[config.mk]
export PLATFORM = sky130hd
export DESIGN_NAME = fifo_read_streamer
export DESIGN_NICKNAME = d
export VERILOG_FILES = /design/src/rtl/fifo_read_streamer.sv
export SDC_FILE = /design/constraint.sdc
export NUM_CORES = 1
export LEC_CHECK = 0
export BUFFER_PORTS_ARGS = -buffer_cell sky130_fd_sc_hd__buf_4
export CAP_MARGIN = 30
export CORE_ASPECT_RATIO = 1.4
export CORE_MARGIN = 4
export CORE_UTILIZATION = 39
export CTS_CLUSTER_SIZE = 8
export DETAILED_ROUTE_END_ITERATION = 8
export GPL_TIMING_DRIVEN = 0
export SLEW_MARGIN = 0
export SYNTH_ARGS = -nofsm -noshare
export SYNTH_HDL_FRONTEND = slang
export SYNTH_SLANG_ARGS = --single-unit
[constraint.sdc]
create_clock -name clk -period 2.8 [get_ports clk]
set_clock_uncertainty 0.15 [all_clocks]
set_input_delay 0.56 -clock clk [delete_from_list [all_inputs] [get_ports clk]]
set_output_delay 0.56 -clock clk [all_outputs]
set_load 0.05 [all_outputs]
[src/rtl/fifo_read_streamer.sv]
// -----------------------------------------------------------------------------
// fifo_read_streamer
//
// Reader-side companion to the circular-queue FIFO controller and its
// dual-port RAM. It watches the FIFO empty flag and issues single-cycle read
// pulses. It tracks the RAM's fixed read latency with a small valid-bit pipe.
// It lands each returning word in a 4-entry elastic buffer, which presents the
// words on a valid/ready stream.
//
// Read requests are credit-limited: a read is only issued while buffered plus
// in-flight words leave room for it. Because of this, a stalled consumer can
// never overflow the buffer.
//
// Parameters:
//   WIDTH   data word width
//   RD_LAT  cycles from read pulse to the cycle rd_data holds the word (1 or 2)
//
// Ports:
//   clk         system clock, rising edge
//   reset       asynchronous active-low reset
//   en          enable draining of the FIFO
//   empty       FIFO empty flag
//   rd_data     RAM read data, valid RD_LAT cycles after a read pulse
//   read        read request pulse to the FIFO controller
//   out_valid   out_data holds a word
//   out_data    head word of the elastic buffer
//   out_ready   downstream accepts the word this cycle
//   busy        block is not IDLE
//   word_count  downstream handshakes since reset (wraps)
// -----------------------------------------------------------------------------
module fifo_read_streamer #(
  parameter int WIDTH  = 8,
  parameter int RD_LAT = 1
) (
  input  logic             clk,
  input  logic             reset,
  input  logic             en,
  input  logic             empty,
  input  logic [WIDTH-1:0] rd_data,
  output logic             read,
  output logic             out_valid,
  output logic [WIDTH-1:0] out_data,
  input  logic             out_ready,
  output logic             busy,
  output logic [15:0]      word_count
);

  // Must be at least RD_LAT+2 for full throughput with out_ready held high.
  localparam int BUF_DEPTH = 4;
  localparam int PTR_W     = $clog2(BUF_DEPTH);
  localparam int OCC_W     = $clog2(BUF_DEPTH + 1);
  localparam int INF_W     = $clog2(RD_LAT + 1);
  localparam int SUM_W     = OCC_W + 1;

  typedef enum logic [1:0] {
    IDLE  = 2'd0,
    RUN   = 2'd1,
    DRAIN = 2'd2
  } state_t;

  state_t                 state_q, state_d;
  logic [RD_LAT-1:0]      pipe_q, pipe_d;
  logic [WIDTH-1:0]       mem_q [BUF_DEPTH];
  logic [WIDTH-1:0]       mem_d [BUF_DEPTH];
  logic [PTR_W-1:0]       head_q, head_d;
  logic [PTR_W-1:0]       tail_q, tail_d;
  logic [OCC_W-1:0]       occ_q, occ_d;
  logic [15:0]            word_count_q, word_count_d;

  logic [INF_W-1:0]       inflight;
  logic [SUM_W-1:0]       credit_used;
  logic                   push;
  logic                   pop;

  function automatic logic [PTR_W-1:0] ptr_inc(input logic [PTR_W-1:0] p);
    return (p == PTR_W'(BUF_DEPTH - 1)) ? '0 : p + 1'b1;
  endfunction

  // Words already requested but not yet landed.
  always_comb begin
    // NOTE: every signal driven from always_comb gets a default first, so no
    // path leaves it unassigned and no latch is inferred.
    inflight = '0;
    for (int i = 0; i < RD_LAT; i++) begin
      inflight = inflight + INF_W'(pipe_q[i]);
    end
  end

  assign credit_used = SUM_W'(occ_q) + SUM_W'(inflight);
  assign read        = (state_q == RUN) && !empty &&
                       (credit_used < SUM_W'(BUF_DEPTH));

  // The last pipe stage marks the cycle in which rd_data carries the word.
  assign push      = pipe_q[RD_LAT-1];
  assign out_valid = (occ_q != '0);
  assign pop       = out_valid && out_ready;
  assign out_data  = mem_q[head_q];
  assign busy      = (state_q != IDLE);
  assign word_count = word_count_q;

  always_comb begin
    state_d      = state_q;
    pipe_d       = '0;
    mem_d        = mem_q;
    head_d       = head_q;
    tail_d       = tail_q;
    occ_d        = occ_q;
    word_count_d = word_count_q;

    unique case (state_q)
      IDLE:    if (en) state_d = RUN;
      RUN:     if (!en) state_d = DRAIN;
      DRAIN:   if ((inflight == '0) && (occ_q == '0)) state_d = IDLE;
      default: state_d = IDLE;
    endcase

    pipe_d[0] = read;
    for (int i = 1; i < RD_LAT; i++) begin
      pipe_d[i] = pipe_q[i-1];
    end

    if (push) begin
      mem_d[tail_q] = rd_data;
      tail_d        = ptr_inc(tail_q);
    end
    if (pop) begin
      head_d       = ptr_inc(head_q);
      word_count_d = word_count_q + 16'd1;
    end

    // A simultaneous push and pop leaves occupancy unchanged.
    unique case ({push, pop})
      2'b10:   occ_d = occ_q + 1'b1;
      2'b01:   occ_d = occ_q - 1'b1;
      default: occ_d = occ_q;
    endcase
  end

  always_ff @(posedge clk or negedge reset) begin
    // NOTE: sequential state uses non-blocking assignments only, so every flop
    // samples its pre-edge value regardless of statement order.
    if (!reset) begin
      state_q      <= IDLE;
      pipe_q       <= '0;
      // NOTE: the buffer storage is reset too, so out_data reads 0 after reset
      // instead of a stale word.
      mem_q        <= '{default: '0};
      head_q       <= '0;
      tail_q       <= '0;
      occ_q        <= '0;
      word_count_q <= '0;
    end else begin
      state_q      <= state_d;
      pipe_q       <= pipe_d;
      mem_q        <= mem_d;
      head_q       <= head_d;
      tail_q       <= tail_d;
      occ_q        <= occ_d;
      word_count_q <= word_count_d;
    end
  end

  // The credit rule makes this unreachable; firing means the credit logic broke.
  push_into_full_buffer: assert property (
    @(posedge clk) disable iff (!reset) !(push && (occ_q == OCC_W'(BUF_DEPTH)))
  );

endmodule

==> results.tsv, run 1 <==
stage	metric	value	unit
outcome	outcome	finished, final reports clean	
power_and_ir_drop	power_leakage	1.51	nW
route	drt-vias-per-instance	4.79	
clock_network	clock-root-buffer	clkbuf_8	
yosys	yosysTopAreaCellShare	54.7	%
critical_path	end_kind	output port	
cells_and_area	finish.net_count	261	
clock_network	cts_setup_buffers	0	
route	routed_wl	4.74	mm
clock_network	cts-buffers-inserted	9	
clock_network	clockBufferDepth	2	
cells_and_area	fin_cells	337	
critical_path	path_max_fanout	10	
yosys	avgSynthCellArea	14.0	sq um
clock_network	cts_hold_buf	0	
yosys	async_flop_share	100	%
power_and_ir_drop	power_frac_comb	43.4	%
critical_path	crit_path_start_kind	flip-flop	
clock_network	cts-htree-levels	3	
grt	grt_pass1_wl	8.11	mm
place	numPlacedInstances	321	
sta	rsz0062_at_grt	false	
yosys	synth_nets	211	
power_and_ir_drop	power.share.sequential	35.5	%
yosys	syn-cell-area	2660	sq um
sta	fin_tns_setup	0	ns
cells_and_area	antenna_cells	0	
yosys	netlist_instances	190	
critical_path	cp_data_arrival_time	1.77	ns
clock_network	clock_sinks	58	
yosys	ys_seq_elements	58	
floorplanning	start_util	40.2	%
power_and_ir_drop	ir_worst_vdd	0.000585	V
clock_network	cts_tree	yes	
sta	max_slew_margin	51.6	%
floorplanning	core_area	6610	sq um
clock_network	postCtsResizedCells	0	
route	avgRoutedWirePerCell	14.1	um
yosys	synth.distinct_cells	32	
sta	report.final.slew_viol_count	0	
yosys	yosys_warnings	0	
route	drtIter0Drc	74	
sta	min_period_over_period	88.6	%
yosys	ys.flop_type	dfrtp_1	
grt	overflow	0	
place	dp_hpwl	3.24	mm
grt	antenna_found_initial	0	
yosys	yosysMostFrequentCell	dfrtp_1	
sta	min_period	2.48	ns
route	num_vias	1613	
floorplanning	die_h	106	um
grt	grt_max_degree	59	
sta	tightest_slew	0.727	ns
critical_path	criticalPathCategory	flip-flop to output port	
grt	grtUsageTotal	13.0	%
floorplanning	dieWidth	77.7	um
power_and_ir_drop	power	0.00397	W
floorplanning	boundaryPins	40	
critical_path	cp.required	2.09	ns
route	ant_nets	0	
sta	hold_viol_final	0	
floorplanning	rows	35	
min_path	min_path_type	primary input to async pin	
clock_network	clkTransAtPathRegs	0.07	ns
yosys	synth_edf_count	0	
power_and_ir_drop	p_per_area	1210	nW/um^2
cells_and_area	drive_gt1_share	45.7	%
yosys	ys_seq_area_share	54.7	%
power_and_ir_drop	clkPwrFrac	21.0	%
route	drc_errors	0	
sta	fmax	403	MHz
power_and_ir_drop	swShare	38.8	%
clock_network	clk_latency	0.33	ns
cells_and_area	area_growth	23.8	%
place	routabilityCongestion	0.715	
flow_run	drv_cap	0	
power_and_ir_drop	switchingPower	0.00154	W
route	drt-pass1-iter-count	4	
yosys	synth_area_leaders	dfrtp_1 55%, mux2_2 14%, mux4_2 6.8%	
place	numPortBuffers	39	
grt	grt_pass1_vias	1665	
power_and_ir_drop	p_int	0.00243	W
floorplanning	die_area	8210	sq um
yosys	synth.top_cells.by_count	58 x dfrtp_1, 32 x mux2_2, 19 x nand2_1	
yosys	yosys.area.top_type	dfrtp_1	
sta	setup_viol_count_final	0	
==> stage by stage <==
step           instance area (sq um)  setup WS, ns  hold slack, ns  utilization [%]
5_1_grt                         3290         0.220           0.195             49.7
3_5_place_dp                    3070         0.529           0.307             46.4
6_report                        3290         0.320           0.121             49.7
2_1_floorplan                   2660         0.539           0.114                -
3_3_place_gp                    3070         0.538           0.297             46.4
4_1_cts                         3290         0.280           0.165             49.7
==> routing by layer <==
layer  GRT usage [%]  wire (um)  part of all wire [%]
met3            3.08        172                   3.6
met4            7.63        119                   2.5
met5               0          0                     0
met2            21.3       2420                    51
met1            15.3       2030                    43
==> cell usage in the layout (no fill, tap or decap), drive strengths merged, types with 3 or more instances in the layout <==
cell / instances
xor2: 9
nand2: 19
inv: 8
mux4: 8
buf: 41
nand3: 6
clkinv: 4
ha: 7
xnor2: 9
clkbuf: 11
nor3: 5
dfrtp: 58
nor4: 4
o21ai: 3
mux2: 32
nor2: 4
==> cell families after synthesis <==
family                   count (synthesis)  share of synthesized area [%]
adder cells (fa/ha/maj)                  8                           4.05
AO/OA/AOI/OAI                            6                           1.93
AND/OR/NAND/NOR                         49                           11.3
XOR/XNOR                                18                           5.94
buffers and inverters                   11                           1.74
flip-flops                              58                           54.7
multiplexers                            40                           20.4
==> cell type report <==
cell class	count	area [sq um]
Fill cell	592	3330
Sequential cell	58	1450
Multi-Input combinational cell	121	1160
Timing Repair Buffer	39	293
Clock buffer	10	138
Tap cell	92	115
Clock inverter	6	80.1
Inverter	8	32.5
Buffer	3	13.8
==> worst max-delay path, cell delays in order, from the launching register on <==
cell and delay [ns]:
dfrtp_1 0.35, buf_2 0.33, mux4_2 0.56, buf_4 0.21
==> power by group through the flow <==
| stage | clock network, W | logic, W | registers [W] |
|---|---|---|---|
| final | 0.000835 | 0.00172 | 0.00141 |
| after floorplan | 0 | 0.00125 | 0.00152 |
| after global placement | 0 | 0.00173 | 0.00142 |
| after detailed placement | 0 | 0.00175 | 0.00143 |
| after global routing | 0.000897 | 0.00185 | 0.00146 |
| after CTS | 0.000863 | 0.00175 | 0.00141 |
==> state kept, by name, summed over array words and instances, names as in the netlist <==
register	count
head_q	2
mem_q	32
occ_q	3
pipe_q	1
state_q	2
tail_q	2
word_count	16
==> final timing paths <==
path | startpoint | end | slack (ns) | cells past startpoint
worst max-delay path | head_q[0]$_DFFE_PN0N_ | out_data[2] | 0.32 | 3
worst min-delay path | reset | mem_q[29]$_DFFE_PN0P_ | 0.12 | 1
max in group asynchronous | reset | mem_q[2]$_DFFE_PN0P_ | 1.87 | 1
worst min register to register | state_q[1]$_DFFE_PN0P_ | state_q[0]$_DFFE_PN0P_ | 0.31 | 1
worst max register to register | occ_q[1]$_DFFE_PN0P_ | occ_q[1]$_DFFE_PN0P_ | 0.54 | 6
min in group clk | empty | pipe_q$_DFF_PN0_ | 0.25 | 2
(Power assumes the default switching activity.)
==> inputs of run 2 (changes only) <==
CELL_PAD_IN_SITES_DETAIL_PLACEMENT = 2   (was unset)
CELL_PAD_IN_SITES_GLOBAL_PLACEMENT = 2   (was unset)
PLACE_DENSITY_LB_ADDON = 0.1   (was unset)
RECOVER_POWER = 25   (was unset)
==> results.tsv, run 2 (synthesis gave the netlist of run 1 again) <==
stage	metric	value	unit
route	routed_wl	6.23	mm
critical_path	end_kind	output port	
place	post_dp_cell_area	3070	sq um
power_and_ir_drop	power_leakage	1.49	nW
critical_path	crit_path_start_kind	flip-flop	
cells_and_area	layout_commonest_cell	dfrtp_1	
route	drt-vias-per-instance	5.00	
critical_path	max_stage_delay	0.55	ns
sta	tightest_slew	1.43	ns
route	wl_met2	3.52	mm
clock_network	cts_hold_buf	0	
cells_and_area	antenna_cells	0	
grt	grt_max_degree	59	
cells_and_area	regMostFlops	mem_q	
grt	grtUsageTotal	17.3	%
floorplanning	rows	35	
sta	fmax	392	MHz
sta	rsz0062_at_grt	false	
route	met1_length	2.36	mm
grt	grt_pass1_wl	10.9	mm
floorplanning	die_h	106	um
floorplanning	start_util	40.2	%
power_and_ir_drop	ir_worst_vdd	0.000633	V
route	wl_met3	199	um
floorplanning	core_area	6610	sq um
clock_network	cts-buffers-inserted	9	
outcome	outcome	finished, final reports clean	
route	drt-pass1-iter-count	2	
grt	overflow	0	
sta	min_period	2.55	ns
sta	setup_viol_count_final	0	
cells_and_area	fillers	642	
clock_network	cts-htree-levels	3	
sta	fin_tns_setup	0	ns
cells_and_area	drive_gt1_share	45.3	%
floorplanning	boundaryPins	40	
place	numPortBuffers	39	
route	drtIter0Drc	47	
sta	report.final.slew_viol_count	0	
critical_path	cp_data_arrival_time	1.84	ns
route	dr.max_layer_used	met4	
place	routabilityCongestion	0.739	
critical_path	crit_slowest_cell	clkbuf_1	
cells_and_area	layout_common_cells	58 x dfrtp_1, 38 x buf_4, 32 x mux2_2, 19 x nand2_1, 11 x clkbuf_8	
clock_network	clock_sinks	58	
cells_and_area	area_growth	22.7	%
grt	grt_pass1_vias	2119	
place	dp_hpwl	4.62	mm
cells_and_area	finish.net_count	261	
clock_network	clk_latency	0.33	ns
cells_and_area	utilization	49.3	%
floorplanning	dieWidth	77.7	um
critical_path	criticalPathCategory	flip-flop to output port	
clock_network	cts_tree	yes	
power_and_ir_drop	p_per_area	1230	nW/um^2
clock_network	postCtsResizedCells	0	
route	num_vias	1676	
floorplanning	die_area	8210	sq um
sta	min_period_over_period	91.2	%
clock_network	cts_setup_buffers	0	
min_path	min_path_type	primary input to flip-flop	
sta	hold_viol_final	0	
cells_and_area	largest_reg_flops	32	
route	avgRoutedWirePerCell	18.6	um
route	drc_errors	0	
critical_path	path_max_fanout	9	
grt	antenna_found_initial	0	
sta	max_slew_margin	4.58	%
clock_network	clockBufferDepth	2	
critical_path	path_cells	clkbuf_1 > mux4_2 > buf_4	
power_and_ir_drop	power	0.00400	W
critical_path	cp.required	2.09	ns
cells_and_area	fin_area	3260	sq um
flow_run	drv_cap	0	
route	ant_nets	0	
clock_network	clock-root-buffer	clkbuf_8	
sta	timing.hold.ws	0.249	ns
clock_network	clkTransAtPathRegs	0.06	ns
[run 2: changes by cell type in the layout (fill, tap and decap cells not counted)]
cell / delta
clkinv_2: -2
buf_4: -1
bufinv_16: -1
clkbuf_8: +1
clkbuf_2: +1
[run 2: worst max-delay path: cells and delay by family (launching register included)]
kind | cells | cell delay, ns
buf+inv | 2 | 0.76
flops | 1 | 0.35
mux | 1 | 0.42
[run 2: where the power goes]
part / switching (W) / internal, W / total (W) / leakage [nW]
combinational: 0.00106 / 0.000736 / 0.00179 / 0.680
sequential: 0.000260 / 0.00118 / 0.00144 / 0.710
clock: 0.000313 / 0.000446 / 0.000760 / 0.101
total: 0.00163 / 0.00237 / 0.00400 / 1.49
[run 2: path summary, 6_finish.rpt]
check                                       start                      to  slack [ns]  cells after the start
min                                         empty        pipe_q$_DFF_PN0_        0.25                      2
max                         head_q[1]$_DFFE_PN0N_             out_data[5]        0.25                      3
min in group asynchronous                   reset   mem_q[30]$_DFFE_PN0P_        0.41                      1
max reg2reg                  occ_q[1]$_DFFE_PN0P_    occ_q[1]$_DFFE_PN0P_        0.48                      6
min reg2reg                state_q[1]$_DFFE_PN0P_  state_q[0]$_DFFE_PN0P_        0.33                      1
max in group asynchronous                   reset   head_q[0]$_DFFE_PN0N_        1.22                      1
[run 2: metal layers]
metal,up-vias,global-route usage [%]
li1,758,-
met3,13,3.59
met2,37,31.3
met4,0,7.12
met5,-,0
met1,868,19.3
[run 2: cell type report]
| class | instances | area, sq um | share of cell area, % |
|---|---|---|---|
| Buffer | 3 | 13.8 | 0.422 |
| Clock buffer | 11 | 151 | 4.65 |
| Clock inverter | 3 | 40.0 | 1.23 |
| Inverter | 8 | 32.5 | 0.998 |
| Multi-Input combinational cell | 121 | 1160 | 35.7 |
| Sequential cell | 58 | 1450 | 44.5 |
| Tap cell | 92 | 115 | 3.53 |
| Timing Repair Buffer | 39 | 290 | 8.91 |
[run 2: per-stage QoR]
step | instances | worst slack (ns)
6_report | 335 | 0.247
5_1_grt | 335 | 0.160
4_1_cts | 335 | 0.230
3_5_place_dp | 321 | 0.476
3_3_place_gp | 321 | 0.606
2_1_floorplan | 190 | 0.539
==> inputs of run 3 (changes only) <==
GPL_TIMING_DRIVEN = unset   (was 0)
RECOVER_POWER = unset   (was 25)
REMOVE_ABC_BUFFERS = 1   (was unset)
==> results.tsv, run 3 (synthesis gave the netlist of run 1 again) <==
stage	metric	value	unit
cells_and_area	antenna_cells	0	
cells_and_area	drive_gt1_share	45.3	%
power_and_ir_drop	power_frac_comb	42.3	%
power_and_ir_drop	p_per_area	1250	nW/um^2
sta	hold_viol_final	0	
cells_and_area	multi_input_area	1160	sq um
cells_and_area	layout_common_cells	58 x dfrtp_1, 40 x buf_4, 32 x mux2_2, 19 x nand2_1, 12 x clkbuf_8	
clock_network	cts-buffers-inserted	9	
cells_and_area	layout_commonest_cell	dfrtp_1	
power_and_ir_drop	p_int	0.00249	W
clock_network	cts-htree-levels	3	
route	num_vias	1680	
place	dp_hpwl	4.55	mm
floorplanning	core_area	6610	sq um
floorplanning	die_h	106	um
critical_path	crit_top_cell	buf_4	
route	ant_nets	0	
place	post_dp_cell_area	3060	sq um
sta	setup_viol_count_final	0	
power_and_ir_drop	power_leakage	1.50	nW
route	drt-pass1-iter-count	2	
clock_network	cts_hold_buf	0	
grt	grt_max_degree	59	
power_and_ir_drop	swShare	39.7	%
sta	fmax	412	MHz
sta	min_period_over_period	86.8	%
grt	antenna_found_initial	0	
route	drtIter0Drc	23	
clock_network	cts_setup_buffers	0	
power_and_ir_drop	power.share.sequential	35.6	%
power_and_ir_drop	clkPwrFrac	22.0	%
critical_path	rr_startpoint	occ_q[0]$_DFFE_PN0P_	
floorplanning	die_area	8210	sq um
floorplanning	dieWidth	77.7	um
power_and_ir_drop	power	0.00413	W
cells_and_area	fin_area	3290	sq um
grt	grtUsageTotal	16.7	%
cells_and_area	regMostFlops	mem_q	
route	drc_errors	0	
place	numPortBuffers	39	
floorplanning	boundaryPins	40	
route	avgRoutedWirePerCell	18.7	um
route	routed_wl	6.26	mm
cells_and_area	regArea	1450	sq um
outcome	outcome	finished, final reports clean	
clock_network	clockBufferDepth	2	
cells_and_area	area_growth	24.1	%
sta	tightest_slew	0.747	ns
grt	grt_pass1_wl	10.5	mm
critical_path	end_kind	output port	
critical_path	path_cells	buf_4 > mux4_2 > buf_4	
route	drt-vias-per-instance	5.01	
clock_network	clkTransAtPathRegs	0.07	ns
critical_path	ff2ff_path_depth	6	
clock_network	clk_latency	0.33	ns
power_and_ir_drop	ir_worst_vdd	0.000592	V
flow_run	drv_cap	0	
grt	overflow	0	
sta	min_period	2.43	ns
critical_path	r2r_setup_slack	0.59	ns
critical_path	criticalPathCategory	flip-flop to output port	
cells_and_area	finish.net_count	259	
floorplanning	rows	35	
sta	max_slew_margin	50.2	%
critical_path	max_stage_delay	0.53	ns
critical_path	rr_endpoint	occ_q[1]$_DFFE_PN0P_	
clock_network	postCtsResizedCells	0	
place	routabilityCongestion	0.783	
min_path	min_path_type	primary input to async pin	
power_and_ir_drop	switchingPower	0.00164	W
sta	rsz0062_at_grt	false	
sta	report.final.slew_viol_count	0	
cells_and_area	fillers	621	
critical_path	cp.required	2.09	ns
cells_and_area	largest_reg_flops	32	
critical_path	cp_data_arrival_time	1.72	ns
clock_network	clock_sinks	58	
floorplanning	start_util	40.2	%
critical_path	crit_slowest_cell	mux4_2	
clock_network	cts_tree	yes	
grt	grt_pass1_vias	2030	
critical_path	crit_path_start_kind	flip-flop	
clock_network	clock-root-buffer	clkbuf_8	
critical_path	path_max_fanout	8	
==> run 3: worst max-delay path: cells and delay by family, from the launching register on <==
family | cells | cell delay, ns
buf+inv | 2 | 0.46
mux | 1 | 0.53
flops | 1 | 0.40
==> run 3: worst max path at each step <==
| stage | endpoint | cells after the start | startpoint |
|---|---|---|---|
| 2_1_floorplan | read | 1 | empty |
| 3_3_place_gp | occ_q[2]$_DFFE_PN0P_ | 9 | out_ready |
| 3_5_place_dp | occ_q[2]$_DFFE_PN0P_ | 9 | out_ready |
| 4_1_cts | out_data[3] | 3 | head_q[0]$_DFFE_PN0N_ |
| 5_1_grt | out_data[7] | 3 | head_q[0]$_DFFE_PN0N_ |
| 6_report | out_data[5] | 3 | head_q[0]$_DFFE_PN0N_ |
==> run 3: metrics by stage <==
stage                     cells  TNS, ns  hold WS, ns  utilization, %  worst slack, ns
after floorplan             187  -0.0797        0.114               -          -0.0797
after global placement      319        0        0.294            46.2            0.656
after detailed placement    319        0        0.318            46.2            0.574
after CTS                   335        0        0.163            49.8            0.335
after global routing        335        0        0.217            49.8            0.292
final                       335        0        0.141            49.8            0.371
==> run 3: cell type report <==
type                       instances  share of cell area (%)
timing repair buffer              40                    9.12
inverter                           8                   0.987
clock inverter                     4                    2.20
clock buffer                      12                    5.01
multi-input combinational        121                    35.1
tap                               92                    3.49
sequential                        58                    44.1
==> run 3: per-layer routing <==
metal / track usage (%) / part of all wire (%)
met1: 17.4 / 38
met2: 31.9 / 57
met3: 2.82 / 3.1
met5: 0 / 0
met4: 7.63 / 1.9
==> run 3: power groups by stage <==
stage	logic (W)	clock network [W]	registers, W
after global routing	0.00188	0.000961	0.00152
after global placement	0.00169	0	0.00143
after floorplan	0.00119	0	0.00156
after detailed placement	0.00177	0	0.00149
final	0.00175	0.000909	0.00147
after CTS	0.00178	0.000929	0.00148
